<file path="src/rtl/qdi_1of2_pkg.sv">
// Shared definitions for 1-of-2 dual-rail QDI channels: handshake states,
// rail encodings and the bit-to-rail mapping.
`timescale 1ns/1ps
package qdi_1of2_pkg;

    typedef enum logic [1:0] {
        IDLE = 2'd0,
        DATA = 2'd1,
        NULL = 2'd2
    } tx_state_t;

    localparam logic [1:0] RAIL_NEUTRAL = 2'b00;
    localparam logic [1:0] RAIL_ZERO    = 2'b01;
    localparam logic [1:0] RAIL_ONE     = 2'b10;

    function automatic logic [1:0] bit2rail(input logic b);
        return b ? RAIL_ONE : RAIL_ZERO;
    endfunction

endpackage

</file>
<file path="src/rtl/qdi_sync.sv">
// Multi-flop synchronizer for a single asynchronous level, cleared by an
// asynchronous active-low reset.
`timescale 1ns/1ps
module qdi_sync #(
    parameter int STAGES = 2
) (
    input  logic clk,
    input  logic rst_n,
    input  logic d,
    output logic q
);

    logic [STAGES-1:0] sync_q;
    logic [STAGES-1:0] sync_d;

    always_comb begin
        sync_d = {sync_q[STAGES-2:0], d};
    end

    always_ff @(posedge clk or negedge rst_n) begin
        if (!rst_n) begin
            sync_q <= '0;
        end else begin
            sync_q <= sync_d;
        end
    end

    assign q = sync_q[STAGES-1];

endmodule

</file>
<file path="src/rtl/sync2qdi_tx_1of2.sv">
// Clocked-to-QDI token source: buffers bits from a valid/ready port and
// emits each one as a 1-of-2 dual-rail token on a 4-phase Tx/Txe channel.
`timescale 1ns/1ps
module sync2qdi_tx_1of2
    import qdi_1of2_pkg::*;
#(
    parameter int DEPTH       = 8,
    parameter int SYNC_STAGES = 2,
    parameter int CNT_W       = 16
) (
    input  logic             CLK,
    input  logic             RESET,
    input  logic             in_valid,
    output logic             in_ready,
    input  logic             in_data,
    output logic [1:0]       Tx,
    input  logic             Txe,
    output logic             busy,
    output logic [CNT_W-1:0] tok_sent
);

    localparam int AW = $clog2(DEPTH);

    logic             txe_s;
    logic             push;
    logic             pop;

    logic [DEPTH-1:0] mem_q,    mem_d;
    logic [AW:0]      wr_ptr_q, wr_ptr_d;
    logic [AW:0]      rd_ptr_q, rd_ptr_d;
    logic             empty_q,  empty_d;
    logic             ready_q,  ready_d;
    tx_state_t        state_q,  state_d;
    logic [1:0]       tx_q,     tx_d;
    logic [CNT_W-1:0] tok_q,    tok_d;

    qdi_sync #(
        .STAGES (SYNC_STAGES)
    ) u_txe_sync (
        .clk   (CLK),
        .rst_n (RESET),
        .d     (Txe),
        .q     (txe_s)
    );

    // ready_q is the registered complement of full; it resets low so the
    // producer sees no space until the first edge after reset release.
    always_comb begin
        push     = in_valid & ready_q;
        pop      = (state_q == IDLE) & ~empty_q & txe_s;
        mem_d    = mem_q;
        wr_ptr_d = wr_ptr_q;
        rd_ptr_d = rd_ptr_q;
        if (push) begin
            mem_d[wr_ptr_q[AW-1:0]] = in_data;
            wr_ptr_d                = wr_ptr_q + 1'b1;
        end
        if (pop) begin
            rd_ptr_d = rd_ptr_q + 1'b1;
        end
        empty_d = (wr_ptr_d == rd_ptr_d);
        ready_d = ~((wr_ptr_d[AW] != rd_ptr_d[AW]) &&
                    (wr_ptr_d[AW-1:0] == rd_ptr_d[AW-1:0]));
    end

    always_comb begin
        state_d = state_q;
        tx_d    = tx_q;
        tok_d   = tok_q;
        case (state_q)
            IDLE: begin
                if (pop) begin
                    tx_d    = bit2rail(mem_q[rd_ptr_q[AW-1:0]]);
                    state_d = DATA;
                end
            end
            DATA: begin
                if (!txe_s) begin
                    tx_d    = RAIL_NEUTRAL;
                    tok_d   = tok_q + 1'b1;
                    state_d = NULL;
                end
            end
            NULL: begin
                if (txe_s) begin
                    state_d = IDLE;
                end
            end
            default: begin
                tx_d    = RAIL_NEUTRAL;
                state_d = IDLE;
            end
        endcase
    end

    always_ff @(posedge CLK or negedge RESET) begin
        if (!RESET) begin
            mem_q    <= '0;
            wr_ptr_q <= '0;
            rd_ptr_q <= '0;
            empty_q  <= 1'b1;
            ready_q  <= 1'b0;
            state_q  <= IDLE;
            tx_q     <= RAIL_NEUTRAL;
            tok_q    <= '0;
        end else begin
            mem_q    <= mem_d;
            wr_ptr_q <= wr_ptr_d;
            rd_ptr_q <= rd_ptr_d;
            empty_q  <= empty_d;
            ready_q  <= ready_d;
            state_q  <= state_d;
            tx_q     <= tx_d;
            tok_q    <= tok_d;
        end
    end

    assign in_ready = ready_q;
    assign Tx       = tx_q;
    assign busy     = ~empty_q | (state_q != IDLE);
    assign tok_sent = tok_q;

endmodule

</file>
<file path="config.mk">
export PLATFORM = sky130hd
export DESIGN_NAME = sync2qdi_tx_1of2
export DESIGN_NICKNAME = d
export VERILOG_FILES = /design/src/rtl/qdi_1of2_pkg.sv /design/src/rtl/qdi_sync.sv /design/src/rtl/sync2qdi_tx_1of2.sv
export SDC_FILE = /design/constraint.sdc
export NUM_CORES = 1
export LEC_CHECK = 0
export CAP_MARGIN = 20
export CORE_ASPECT_RATIO = 0.9
export CORE_MARGIN = 4
export CORE_UTILIZATION = 56
export CTS_BUF_LIST = sky130_fd_sc_hd__clkbuf_8
export CTS_CLUSTER_SIZE = 8
export DETAILED_ROUTE_END_ITERATION = 7
export GPL_TIMING_DRIVEN = 1
export PLACE_DENSITY_LB_ADDON = 0.3
export SLEW_MARGIN = 20
export SYNTH_ARGS = -nofsm -noshare
export SYNTH_HDL_FRONTEND = slang
export SYNTH_SLANG_ARGS = --single-unit
export TNS_END_PERCENT = 5
</file>
<file path="constraint.sdc">
create_clock -name CLK -period 2.15 [get_ports CLK]
set_clock_uncertainty 0.05 [all_clocks]
set_input_delay 0.43 -clock CLK [delete_from_list [all_inputs] [get_ports CLK]]
set_output_delay 0.43 -clock CLK [all_outputs]
set_load 0.03 [all_outputs]
</file>
==> impl_metrics.csv, run 1 <==
group,metric,value,unit
floorplan,initial_core_util,0.5863,
power_and_ir_drop,internal_power,0.001794,W
worst_setup_path,reg2reg_slack,0.19,ns
worst_setup_path,cp.required,2.29,ns
clock_tree,root_buffer,"clkbuf_8",
min_path,min_path_type,"in -> async",
route,ant_nets,0,
synth,synthCells,143,
clock_tree,cts_tree,"done",
timing,worst_slew_pin_slew,0.5798,ns
flow_run,maxCapViolCount,0,
floorplan,core_area,3067,um2
clock_tree,cts.clk_slew.worst_paths,0.08,ns
synth,ys_seq_elements,40,
worst_setup_path,worstRegToRegCells,4,
global_routing,grt_start_max_net_pins,29,
power_and_ir_drop,netSwitchingPower,0.001021,W
floorplan,die_y,61.76,um
timing,period_needed,1.964,ns
route,finalWirelength,3.173,mm
timing,rsz0062_at_grt,"no",
global_routing,antenna_found_initial,0,
worst_setup_path,r2r-start,"state_q[1]$_DFFE_PN0P_",
timing,fmax,509.3,MHz
power_and_ir_drop,vdd_ir_drop_max,0.0007236,V
place,placed_area,2108,um2
global_routing,grt_pass1_wl,5.457,mm
clock_tree,clk_path_buf_depth,2,
clock_tree,htree_levels,2,
clock_tree,holdBufCountCts,0,
route,firstDrtPassIters,4,
timing,setup_viol,0,
clock_tree,insertion_delay,0.29,ns
route,vias,1158,
global_routing,grt_overflow,0,
route,drt_iter0_markers,97,
worst_setup_path,critPathLaunchType,"register",
floorplan,row_count,19,
worst_setup_path,worstSetupPathType,"reg -> reg",
final_layout,diodes,0,
timing,setup_tns,0,ns
worst_setup_path,cp_max_fo,5,
clock_tree,clock_sinks,40,
synth,synth_warnings,0,
synth,syn_area,1798,um2
route,drc,0,
final_layout,drive_gt1_frac,0.1854,
synth,ys_async_sr_fraction,1.000,
final_layout,syn2layout_area_growth,22.96,%
power_and_ir_drop,pwr-share-clk,0.179,
final_layout,fin_nets,185,
route,wl_per_cell,14.42,um
timing,slew_headroom,0.6135,
timing,maxSlewViolCount,0,
status,outcome,"completed",
synth,synth-seq-area-share,0.5574,
global_routing,track_usage,0.1825,
place,place_congestion,0.7770,
timing,period_share,0.9133,
worst_setup_path,worst_ep_arrival_time,2.11,ns
power_and_ir_drop,p_sw_frac,0.3628,
synth,syn_avg_cell_area,12.57,um2
route,via_per_inst,5.264,
power_and_ir_drop,powerDensity,1273,nW/um2
power_and_ir_drop,totalPowerFinal,0.002815,W
floorplan,dieArea,4182,um2
synth,synth_cell_types,27,
global_routing,grt_pass1_vias,1152,
place,dpl.hpwl,2.436,mm
final_layout,final_cell_area,2211,um2
place,io_buffers,24,
worst_setup_path,r2r-end,"empty_q$_DFF_PN1_",
clock_tree,cts-buffers-inserted,5,
power_and_ir_drop,seqPwrFrac,0.446,
worst_setup_path,cp-end-kind,"register",
floorplan,ios,25,
power_and_ir_drop,p_comb_frac,0.375,
floorplan,die_x,67.73,um
synth,synth_nets,151,
worst_setup_path,crit_start,"state_q[1]$_DFFE_PN0P_",
final_layout,fin_util,0.7209,
synth,synthFlopType,"dfrtp_1",
power_and_ir_drop,p_leak,0.9905,nW
synth,synth-edff-count,0,
timing,hold_viol,0,
-- power groups by stage --
stage | logic [W] | clock network [W] | registers [W]
floorplan | 0.000621 | 0 | 0.00133
CTS | 0.00104 | 0.000515 | 0.00125
global route | 0.00118 | 0.000547 | 0.00130
finish | 0.00106 | 0.000504 | 0.00126
detailed placement | 0.00104 | 0 | 0.00127
global placement | 0.000990 | 0 | 0.00125
-- worst max-delay path: stages (launching register included) --
cell and delay, ns:
dfrtp_1 0.47, nor4b_4 0.44, mux2_2 0.41, xor2_1 0.19, nor4_2 0.31
-- metrics by stage --
| step | cells | setup WS [ns] | hold WS (ns) |
|---|---|---|---|
| 5_1_grt | 220 | 0.1020 | 0.1377 |
| 6_report | 220 | 0.1864 | 0.08210 |
| 3_5_place_dp | 212 | 0.06691 | 0.3037 |
| 2_1_floorplan | 143 | 0.3427 | 0.08441 |
| 4_1_cts | 220 | 0.004900 | 0.1049 |
| 3_3_place_gp | 212 | 0.1780 | 0.2974 |
-- layout by cell type (no fill, tap or decap), types with 4 or more instances in the layout --
cell type	Yosys	routed
dfrtp_1	39	38
nand4_1	4	4
inv_1	4	4
nand3_1	6	6
nand2_1	12	12
nor3_1	5	5
nor2_1	12	12
xor2_1	15	15
clkbuf_8	0	6
mux2_2	12	12
clkdlybuf4s50_1	0	22
xnor2_1	10	10
-- cells by family (layout without fill, tap and decap cells) --
family          Yosys count  after routing  share of synthesized area
simple gates             51             51                     0.1594
flops                    40             40                     0.5574
xor+xnor                 26             26                     0.1343
mux                      15             15                     0.1058
compound gates            4              4                    0.01392
buf+inv                   4             39                   0.008348
fa+ha+maj                 3              3                    0.02088
-- sequential cells by signal, summed over array words and instances, names as in the netlist --
register,count
mem_q,8
wr_ptr_q,4
tok_sent,16
state_q,2
empty_q,1
Tx,2
in_ready,1
u_txe_sync.sync_q,2
rd_ptr_q,4
-- layer usage --
layer,vias to the layer above,track usage,wire length [um]
li1,569,-,-
met1,556,0.2536,1480
met2,27,0.2760,1502
met3,6,0.05396,141
met4,0,0.06358,48
met5,-,0,0
-- layout make-up --
type / count / area [um2]
fillers: 197 / 855.8
repair buffers: 27 / 260.3
clock buffers: 6 / 82.58
well taps: 42 / 52.55
inverters: 4 / 15.01
flip-flops and latches: 40 / 1003
multi-input cells: 99 / 787.0
clock inverters: 2 / 10.01
-- what timing repair did --
action,4_1_cts,5_1_grt
gates resized for setup,0,3
endpoints found under the setup margin,0,2
setup buffers,0,0
-- Yosys cell counts, drive strengths merged (2+ instances only) --
cell    instances  share of area
nand2b          2         0.0070
mux2           12          0.075
nor2           12          0.025
inv             4         0.0083
ha              3          0.021
mux4            2          0.025
dfrtp          39           0.54
nor4            2         0.0070
nand2          12          0.025
nand4           4          0.014
xnor2          10          0.049
xor2           15          0.073
nor3            5          0.014
and3            3          0.010
nand3           6          0.017
and4            3          0.017
-- how the worst max path moves through the flow --
| stage | endpoint | cells after the start |
|---|---|---|
| after global placement | empty_q$_DFF_PN1_ | 5 |
| after CTS | busy | 3 |
| final | empty_q$_DFF_PN1_ | 4 |
| after floorplan | in_ready$_DFF_PN0_ | 5 |
| after global routing | empty_q$_DFF_PN1_ | 4 |
| after detailed placement | empty_q$_DFF_PN1_ | 5 |
(Power assumes the default switching activity.)
==> run 2: changes to the inputs <==
--- a/config.mk
+++ b/config.mk
@@ -5,7 +5,7 @@
 export SDC_FILE = /design/constraint.sdc
 export NUM_CORES = 1
 export LEC_CHECK = 0
-export CAP_MARGIN = 20
+export ABC_CLOCK_PERIOD_IN_PS = 2150
 export CORE_ASPECT_RATIO = 0.9
 export CORE_MARGIN = 4
 export CORE_UTILIZATION = 56
==> results of run 2 <==
Final layout, timing and power as in run 1 (identical DEF).
